## src/rtl/aes_mon_pkg.sv

```systemverilog
// Shared types and constants for the AES Trojan comparator stage.
// Purely declarative; no latency or backpressure of its own.
package aes_mon_pkg;

  // Pipeline depth of the AES-128 cores feeding the monitor
  localparam int AES_LATENCY = 21;

  typedef logic [127:0] block_t;

  typedef enum logic [1:0] {
    ST_IDLE  = 2'd0,
    ST_RUN   = 2'd1,
    ST_DRAIN = 2'd2,
    ST_DONE  = 2'd3
  } mon_state_t;

endpackage

```

## src/rtl/aes_mon_delay.sv

```systemverilog
// Fixed-depth shift register with synchronous clear; latency DEPTH cycles.
// No backpressure: shifts every cycle.
module aes_mon_delay #(
  parameter int WIDTH = 1,
  parameter int DEPTH = 1
) (
  input  logic             clk,
  input  logic             clr,
  input  logic [WIDTH-1:0] d,
  output logic [WIDTH-1:0] q
);

  logic [WIDTH-1:0] stage [DEPTH];

  always_ff @(posedge clk) begin
    if (clr) begin
      for (int i = 0; i < DEPTH; i++) stage[i] <= '0;
    end else begin
      stage[0] <= d;
      for (int i = 1; i < DEPTH; i++) stage[i] <= stage[i-1];
    end
  end

  assign q = stage[DEPTH-1];

endmodule

```

## src/rtl/aes_trojan_monitor.sv

```systemverilog
// Compares suspect vs golden AES outputs LATENCY cycles after each issue; counts tests/mismatches, captures first fail.
// Throttles issue via issue_ready; AES_MON_CAPTURE_EN adds the stimulus delay line and state/key capture.
module aes_trojan_monitor
  import aes_mon_pkg::*;
#(
  parameter int LATENCY   = AES_LATENCY,
  parameter int NUM_TESTS = 100,
  parameter int CNT_W     = 16
) (
  input  logic              clk,
  input  logic              rst,
  input  logic              start,
  output logic              issue_ready,
  input  logic              in_valid,
  input  logic [127:0]      in_state,
  input  logic [127:0]      in_key,
  input  logic [127:0]      dut_out,
  input  logic [127:0]      gold_out,
  output logic              busy,
  output logic              done,
  output logic              detected,
  output logic [CNT_W-1:0]  test_count,
  output logic [CNT_W-1:0]  mismatch_count,
  output logic [CNT_W-1:0]  first_fail_idx,
  output logic [127:0]      first_fail_state,
  output logic [127:0]      first_fail_key,
  output logic [127:0]      first_fail_dut,
  output logic [127:0]      first_fail_gold
);

  localparam logic [CNT_W-1:0] N_LIM  = CNT_W'(NUM_TESTS);
  localparam logic [CNT_W-1:0] N_LAST = CNT_W'(NUM_TESTS - 1);

  mon_state_t       state;
  logic [CNT_W-1:0] issued;
  logic             run_start;
  logic             clr;
  logic             accept;
  logic             cmp_vld;
  logic             mismatch;
  logic             first_hit;
  block_t           ff_dut;
  block_t           ff_gold;

  assign run_start   = start && (state == ST_IDLE || state == ST_DONE);
  assign clr         = rst || run_start;
  assign issue_ready = (state == ST_RUN) && (issued < N_LIM);
  assign accept      = in_valid && issue_ready;
  assign busy        = (state == ST_RUN) || (state == ST_DRAIN);
  assign done        = (state == ST_DONE);

  aes_mon_delay #(.WIDTH(1), .DEPTH(LATENCY)) u_vld_pipe (
    .clk (clk),
    .clr (clr),
    .d   (accept),
    .q   (cmp_vld)
  );

  // Case inequality so X/Z on either core output is reported as a mismatch
  assign mismatch  = cmp_vld && (dut_out !== gold_out);
  assign first_hit = mismatch && !detected;

  always_ff @(posedge clk) begin
    if (rst) begin
      state          <= ST_IDLE;
      issued         <= '0;
      test_count     <= '0;
      mismatch_count <= '0;
      detected       <= 1'b0;
      first_fail_idx <= '0;
      ff_dut         <= '0;
      ff_gold        <= '0;
    end else begin
      case (state)
        ST_RUN:   if (accept && issued == N_LAST) state <= ST_DRAIN;
        ST_DRAIN: if (cmp_vld && test_count == N_LAST) state <= ST_DONE;
        default:  if (start) state <= ST_RUN;
      endcase
      if (accept) issued <= issued + CNT_W'(1);
      if (cmp_vld) test_count <= test_count + CNT_W'(1);
      if (mismatch && mismatch_count != '1) mismatch_count <= mismatch_count + CNT_W'(1);
      if (first_hit) begin
        detected       <= 1'b1;
        first_fail_idx <= test_count;
        ff_dut         <= dut_out;
        ff_gold        <= gold_out;
      end
      if (run_start) begin
        issued         <= '0;
        test_count     <= '0;
        mismatch_count <= '0;
        detected       <= 1'b0;
        first_fail_idx <= '0;
        ff_dut         <= '0;
        ff_gold        <= '0;
      end
    end
  end

  assign first_fail_dut  = ff_dut;
  assign first_fail_gold = ff_gold;

`ifdef AES_MON_CAPTURE_EN
  logic [255:0] stim_q;
  block_t       ff_state;
  block_t       ff_key;

  aes_mon_delay #(.WIDTH(256), .DEPTH(LATENCY)) u_stim_pipe (
    .clk (clk),
    .clr (clr),
    .d   ({in_state, in_key}),
    .q   (stim_q)
  );

  always_ff @(posedge clk) begin
    if (clr) begin
      ff_state <= '0;
      ff_key   <= '0;
    end else if (first_hit) begin
      ff_state <= stim_q[255:128];
      ff_key   <= stim_q[127:0];
    end
  end

  assign first_fail_state = ff_state;
  assign first_fail_key   = ff_key;
`else
  logic unused_stim;
  assign unused_stim      = ^{in_state, in_key};
  assign first_fail_state = '0;
  assign first_fail_key   = '0;
`endif

endmodule

```

## config.mk

```make
export PLATFORM = sky130hd
export DESIGN_NAME = aes_trojan_monitor
export DESIGN_NICKNAME = d
export VERILOG_FILES = /design/src/rtl/aes_mon_pkg.sv /design/src/rtl/aes_mon_delay.sv /design/src/rtl/aes_trojan_monitor.sv
export SDC_FILE = /design/constraint.sdc
export NUM_CORES = 1
export LEC_CHECK = 0
export CAP_MARGIN = 20
export CORE_AREA = 2 2 422 424
export DETAILED_ROUTE_END_ITERATION = 8
export DIE_AREA = 0 0 424 426
export DONT_BUFFER_PORTS = 1
export PLACE_DENSITY = 0.31
export SLEW_MARGIN = 0
export SYNTH_ARGS = -nofsm -noshare
export SYNTH_HDL_FRONTEND = slang
export SYNTH_SLANG_ARGS = --single-unit
```

## constraint.sdc

```tcl
create_clock -name clk -period 3.8 [get_ports clk]
set_input_delay 0.76 -clock clk [delete_from_list [all_inputs] [get_ports clk]]
set_output_delay 0.76 -clock clk [all_outputs]
set_load 0.01 [all_outputs]
```

-- Word-level counts from Yosys, hierarchy flattened
Memory sizes are Yosys's and may differ from the RTL's.
Cells that the tools add are included.
- output and inout port bits: 564
- word-level logic and storage cells: 87
- bits in writable memories: 21
- memories kept: 1
- register bits: 323
- memory list (memory ; words ; bits a word ; read ports ; clocked after memory_dff ; wr ports ; RTL line ; text):
    u_vld_pipe.stage ; 21 ; 1 ; 21 ; 0 ; 21 ; aes_mon_delay.sv:13 ; logic [WIDTH-1:0] stage [DEPTH];
- reductions and logical operators: 16
- $add $sub $neg: 3
- order comparisons: 1
- bitwise gates (word level): 21
- equal/unequal tests: 9
- muxes and demuxes: 28
- operators with widths (cell ; count):
    case inequality test 128 bit ; 1
    adder 16 x 1 -> 16 bit, second input constant ; 3
    equality test 16 x 7 -> 1 bit, second input constant ; 2
    2-to-1 mux 1 bit ; 24
    bitwise OR 1 bit ; 21
    < comparator 16 x 7 -> 1 bit, second input constant ; 1
    inequality test 16 bit, second input constant ; 1
    logical AND 1 bit ; 8
    2-to-1 mux 2 bit ; 3
    equality test 2 bit, second input constant ; 2
    inequality test 2 x 1 -> 1 bit, second input constant ; 2
    case mux 2 bit (2 select lines) ; 1
    logical OR 1 bit ; 3
    AND reduction 3 bit ; 1
    nonzero test 3 bit ; 1
    equality test 2 x 1 -> 1 bit, second input constant ; 1
    logical NOT 2 bit ; 1
    OR reduction 2 bit ; 1
    logical NOT 1 bit ; 1

-- Depth between registers and ports, before layout
Gate-level depths: netlist of the first run.
- depth after elaboration: 7
- gate-level depth with buffers: 10

-- By module
From an unflattened synthesis of the first run, not the netlist that was laid out.
- cell total of the unflattened synthesis: 1945
- area total of the unflattened synthesis: 16173.0 um^2
- by module, submodules not included (module ; times used ; seq. area each (um^2) ; cells each ; area each (um^2)):
    aes_trojan_monitor ; 1 ; 6466.2 ; 1901 ; 15548.7
    aes_mon_delay ; 1 ; 420.4 ; 44 ; 624.3

-- Worst setup path before layout of the first run
Ideal clock, no wire load.
- path type: input to register
- start point: in gold_out[104]
- end point: reg ff_dut[0], in the netlist first_fail_dut[0]
- arrival: 2332 ps
- buffers on the path: 3
- cell stages on the path: 10
- path slack: 1341 ps
- required time: 3672 ps
- library setup time: 128 ps
- path through: xor2_1 nor4_1 nand4_1 nor4_2 a21oi_1 buf_4 buf_6 buf_6 nand3_1 o21ai_1
- word-level cells in the longest chain between the ends: 3
- RTL lines (element ; RTL line ; text):
    start, declared ; aes_trojan_monitor.sv:18 ; input logic [127:0] gold_out,
    case inequality test 128 bit ; aes_trojan_monitor.sv:60 ; assign mismatch = cmp_vld && (dut_out !== gold_out);
    logical AND 1 bit ; aes_trojan_monitor.sv:60 ;
    logical AND 1 bit ; aes_trojan_monitor.sv:61 ; assign first_hit = mismatch && !detected;
    end signal, assigned ; aes_trojan_monitor.sv:85 ; ff_dut <= dut_out;
    end, declared ; aes_trojan_monitor.sv:42 ; block_t ff_dut;
Every way passes these cells.
A chain may end at the register's enable or synchronous reset.

-- Worst setup path in the final report of the first run
- start point: in gold_out[65]
- end point: reg ff_gold[102], in the netlist first_fail_gold[102]
- word-level cells in the longest chain between the ends: 3
- RTL lines (element ; RTL line ; text):
    case inequality test 128 bit ; aes_trojan_monitor.sv:60 ;
    logical AND 1 bit ; aes_trojan_monitor.sv:60 ;
    logical AND 1 bit ; aes_trojan_monitor.sv:61 ;
    end signal, assigned ; aes_trojan_monitor.sv:86 ; ff_gold <= gold_out;
    end, declared ; aes_trojan_monitor.sv:43 ; block_t ff_gold;
Every way passes these cells.

==> results of run 1 <==
==> power by group through the flow <==
stage | sequential, mW | combinational, mW | clock (mW)
6_report | 3.64 | 1.26 | 4.78
5_1_grt | 3.63 | 1.41 | 5.12
4_1_cts | 3.63 | 1.32 | 5.02
3_5_place_dp | 3.71 | 1.32 | 0
3_3_place_gp | 3.71 | 1.32 | 0
2_1_floorplan | 3.71 | 0.952 | 0
==> cell families (layout without fill, tap and decap cells) <==
kind of cell,Yosys count,in the layout,share of synthesized area (%)
flip-flops,344,344,42.8
XOR/XNOR,148,148,8.05
AND/OR/NAND/NOR,749,749,22.0
other,1,259,0.0233
AO/OA/AOI/OAI,286,286,9.05
multiplexers,16,16,0.994
buffers and inverters,396,171,16.6
adder cells (fa/ha/maj),7,7,0.544
==> synthesized netlist by cell type, drive strengths merged, types with 8 or more instances <==
master and count:
dfxtp 344, buf 313, nand2 305, nand3 284
o21ai 272, xor2 143, clkbuf 76, nor4 39
and2 31, nor2 30, mux2i 16, nand4 16
nand2b 13, nor3 10, and3 8
==> layout make-up <==
type	instances	area (µm²)	share of cell area, %
Sequential cell	344	6890	34.6
Clock buffer	70	1450	7.26
Timing Repair Buffer	79	843	4.24
Tap cell	2340	2930	14.7
Inverter	7	26.3	0.132
Multi-Input combinational cell	1462	7560	38.0
Antenna cell	3	7.51	0.0377
Clock inverter	15	209	1.05
==> worst paths after layout <==
path / to / cells past startpoint
setup / recovery: first_fail_gold[102] / 12
hold / removal: state[1] / 1
setup reg to reg: mismatch_count[15] / 6
hold reg to reg: u_vld_pipe.stage[6] / 1
==> routing by layer <==
metal	wire length (µm)	up-vias	GRT usage [%]
met1	35700	5769	11.2
li1	-	6018	-
met5	0	-	0
met3	6760	88	3.02
met2	48900	463	17.6
met4	2860	0	3.31
==> per-stage QoR <==
stage / hold WS [ps] / cell area, µm²
detailed placement: 411 / 18200
CTS: 130 / 19900
finish: 201 / 19900
global placement: 407 / 18200
global route: 155 / 19900
floorplan: 406 / 17100
==> sequential cells by signal (all words and copies together), names as in the netlist <==
name,cells
first_fail_dut,128
first_fail_gold,128
u_vld_pipe.stage,21
first_fail_idx,16
issued,16
mismatch_count,16
test_count,16
state,2
detected,1
==> worst max-delay path, stage by stage <==
cell and delay, ps:
xor2_1 190, buf_4 200, nor4_2 490, buf_4 250
nand4_1 150, nor4_4 360, buf_12 170, a21oi_4 70
buf_12 150, buf_4 290, nand3_1 190, o21ai_1 80
==> metrics.cfg, run 1 <==
[drt]
avgViaCountPerCell = 2.86
totalWireLength_um = 94200
first_iter_violations = 974
wl_per_cell_um = 21.8
ant_nets = 0
first_pass_iters = 5
via_count = 12338
route.detailed.drc = 0

[clock_network]
path_clk_slew_ps = 50
cts_buffers = 49
post_cts_buffers = 0
ctsRootBufferMaster = clkbuf_16
cts_hold_buf = 0
cts_resized = 0
cts_tree = done
cts_buffer_depth = 3
clock-sinks = 344
clock_latency_ps = 650
htree_levels = 2

[critical_path]
startpoint = gold_out[65]
required_ps = 4320
r2r_start = mismatch_count[0]
critPathLaunchType = input port
critPathArrivalTime_ps = 3440
path_max_fanout = 43
end_kind = register
crit_type = input port to register
reg2reg_slack_ps = 1390

[logic_synthesis]
synth_cells = 1947
syn_avg_cell_area_um2 = 8.27
syn_area_um2 = 16100
synth_enable_flop_cells = 0
yosysTopAreaCell = dfxtp_1
synth_cell_types = 45
ys_ff_latch = 344
synth_area_leaders = dfxtp_1 43%, buf_4 12%, nand3_1 8.8%
ys_seq_area_share_pct = 42.8
async_flop_share_pct = 0
ys.flop_type = dfxtp_1
synth_top_area_share_pct = 42.8
synth_warnings = 0

[placed_design]
post-place-cells = 4232
globalplace.congestion = 0.774
portBuffers = 0
pre_cts_ws_ps = -47.0
hpwlAfterDp_um = 79300

[hold_path]
min_path_type = input port to register
min-delay-start = rst

[power_and_ir_drop]
power_leakage_nw = 6.80
power.share.clock_pct = 49.4
swShare_pct = 30.4
switchingPower_mw = 2.94
peakVddDrop_v = 0.000302
p_seq_share_pct = 37.6
internal_power_mw = 6.73
p_per_area_nw_per_um2 = 486
power.total_mw = 9.67
p_comb_share_pct = 13.0

[timing]
hold_viol = 0
period_share_pct = 76.9
final-setup-viol-count = 0
fmaxAchievable_mhz = 342
relSlewSlack_pct = 36.6
final.setup.tns_ps = 0
finalMaxSlewViolations = 0
rsz0062_at_grt = false
fin_skew_ps = 25.0
worst_slack_ps = 877
worst_slew_pin_slew_ps = 951
finalCriticalPeriod_ps = 2920

[finish]
area_delta_synth_final_pct = 23.6
final_nets = 2466
fin_util_pct = 11.3
layout_commonest_cell = dfxtp_1
layout_common_cells = 344 x dfxtp_1, 305 x nand2_1, 283 x nand3_1
fillers = 20254
finalNonFillerCells = 4320
drive_gt1_share_pct = 8.60

[global_routing]
track_usage_pct = 9.92
gr-total-overflow = 0
antenna_found_initial = 6
grt_max_degree = 93
grt_pass1_wl_um = 117000
grt_pass1_vias = 10996

[floorplanning]
dieWidth_um = 424
core-area_um2 = 176000
dieArea_um2 = 181000
initial_core_util_pct = 9.17
die_h_um = 426
rows = 154
io_pins = 1080

[run]
drv_cap = 0

[run_status]
status = finished clean

(Power assumes the default switching activity.)
==> run 2: changes to the inputs <==
- PLACE_DENSITY: 0.31 -> 0.32
- clock period: 3.8 -> 2.4 ns (I/O delays scaled with it)
==> metrics.cfg, run 2 (synthesis results as in run 1) <==
[critical_path]
rr_worst_depth = 8  ; +2
r2r_start = mismatch_count[4]
path_max_fanout = 37  ; -14%
end_kind = register
critPathLaunchType = input port
crit_type = input port to register
required_ps = 2920  ; -1400 ps
r2r-end = mismatch_count[14]
critPathArrivalTime_ps = 3060  ; -380 ps
reg2reg_slack_ps = 290  ; -1100 ps

[power_and_ir_drop]
p_per_area_nw_per_um2 = 690  ; +42%
peakVddDrop_v = 0.000508  ; +68%
power_leakage_nw = 8.29  ; +22%

[timing]
final-setup-viol-count = 218  ; +218
hold_viol = 0  ; unchanged
rsz0062_at_grt = true
final.setup.tns_ps = -12440  ; -12440 ps
worst_slack_ps = -145  ; -1020 ps
finalCriticalPeriod_ps = 2540
relSlewSlack_pct = 51.0  ; +14 points
fin_skew_ps = 33.2  ; +8.23 ps
period_share_pct = 106
fmaxAchievable_mhz = 393
finalMaxSlewViolations = 0  ; unchanged
worst_slew_pin_slew_ps = 732  ; -219 ps

[finish]
layout_commonest_cell = dfxtp_1
fillers = 20116  ; -0.68%
final_nets = 2789  ; +13%
drive_gt1_share_pct = 10.9  ; +2.3 points
layout_common_cells = 344 x dfxtp_1, 305 x nand2_1, 280 x nand3_1
area_delta_synth_final_pct = 45.0

[hold_path]
min_to = first_fail_gold[96]
hold_depth = 4  ; +3
min_path_type = input port to register
min-delay-start = rst

[global_routing]
grt_pass1_vias = 13133  ; +19%
grt_pass1_wl_um = 133000  ; +13%
track_usage_pct = 11.1  ; +1.1 points
grt_max_degree = 74  ; -20%
antenna_found_initial = 26  ; +20
gr-total-overflow = 0  ; unchanged

[drt]
first_iter_violations = 1093  ; +12%
first_pass_iters = 6  ; +1
ant_nets = 0  ; unchanged
wl_per_cell_um = 22.7  ; +4.2%
via_count = 14113  ; +14%
avgViaCountPerCell = 3.04  ; +6.3%
route.detailed.drc = 0  ; unchanged
totalWireLength_um = 106000  ; +12%

[placed_design]
globalplace.congestion = 0.788  ; +1.7%
pre_cts_ws_ps = -1140  ; -1090 ps
portBuffers = 0  ; unchanged
hpwlAfterDp_um = 83200  ; +4.9%

[floorplanning]
initial_core_util_pct = 9.17  ; unchanged
dieWidth_um = 424  ; unchanged
die_h_um = 426  ; unchanged
core-area_um2 = 176000  ; unchanged
dieArea_um2 = 181000  ; unchanged
rows = 154  ; unchanged
io_pins = 1080  ; unchanged

[clock_network]
cts_buffers = 48  ; -2.0%
cts_tree = done
path_clk_slew_ps = 60  ; about the same
clock-sinks = 344  ; unchanged
htree_levels = 2  ; unchanged
cts_buffer_depth = 3  ; unchanged
clock_latency_ps = 640  ; about the same
ctsRootBufferMaster = clkbuf_16

[run_status]
violations = setup timing
status = complete, but fails checks

[run]
drv_cap = 0  ; unchanged

## run 2: cell count changes in the layout (fill, tap and decap cells not counted), sizes merged
cell	previous run	this run
clkinv	9	1
clkbuf	70	74
bufinv	3	5
buf	79	143
clkinvlp	0	4
dlygate4sd3	0	257
diode	3	8
## run 2: final cells by class
class	instances	area, µm²	share of cell area, %
tap	2340	2930	12.5
multi-input combinational	1462	7720	33.1
clock inverter	13	215	0.922
antenna	8	20.0	0.0857
inverter	7	26.3	0.113
timing repair buffer	403	4130	17.7
sequential	344	6890	29.5
clock buffer	71	1420	6.08
## run 2: worst max-delay path by stage
stage	start	end	slack [ps]	depth (start not counted)
finish	gold_out[45]	first_fail_dut[34]	-140	11
floorplan	gold_out[104]	first_fail_gold[46]	220	10
detailed placement	gold_out[64]	first_fail_dut[46]	-1140	11
global placement	gold_out[48]	first_fail_gold[99]	-1670	11
global route	gold_out[36]	first_fail_gold[47]	-180	12
CTS	gold_out[36]	first_fail_dut[47]	-190	12
## run 2: what timing repair did
| action | CTS | global route |
|---|---|---|
| setup buffers | 1 | 1 |
| endpoints found under the hold margin | 258 | 0 |
| pin swaps | 4 | 4 |
| setup endpoints to repair | 289 | 289 |
| hold buffers | 257 | 0 |
| resized for setup | 18 | 33 |
| gates cloned | 1 | 2 |
## run 2: power by group
part / leakage (nW) / switching, mW / total (mW) / internal (mW)
clock: 0.785 / 3.02 / 7.63 / 4.61
combinational: 4.73 / 1.79 / 2.72 / 0.923
sequential: 2.77 / 0.0232 / 5.76 / 5.73
## run 2: layer usage
layer / global-route usage (%) / up-vias / wire (µm)
met5: 0 / - / 41
met2: 19.7 / 628 / 55200
li1: - / 6684 / -
met4: 3.84 / 6 / 2970
met1: 12.4 / 6692 / 39400
met3: 3.42 / 103 / 8100
## run 2: stage by stage
stage / total power [mW] / instances / hold WS [ps] / util (%) / area (µm²)
after floorplan: 7.38 / 2202 / 406 / - / 17100
after global placement: 8.19 / 4285 / 407 / 10.6 / 18700
after detailed placement: 8.22 / 4294 / 411 / 10.7 / 18800
after CTS: 16.5 / 4637 / 133 / 13.1 / 23100
after global routing: 16.9 / 4645 / 179 / 13.3 / 23300
final: 16.1 / 4648 / 204 / 13.3 / 23400
## run 2: worst max-delay path: stages
cell and delay [ps]:
xor2_1 250, nor4_2 310, buf_4 190, nand4_1 420
nor4_2 400, buf_4 180, a21oi_4 60, buf_12 150
buf_16 260, nand3_1 120, o21ai_1 70
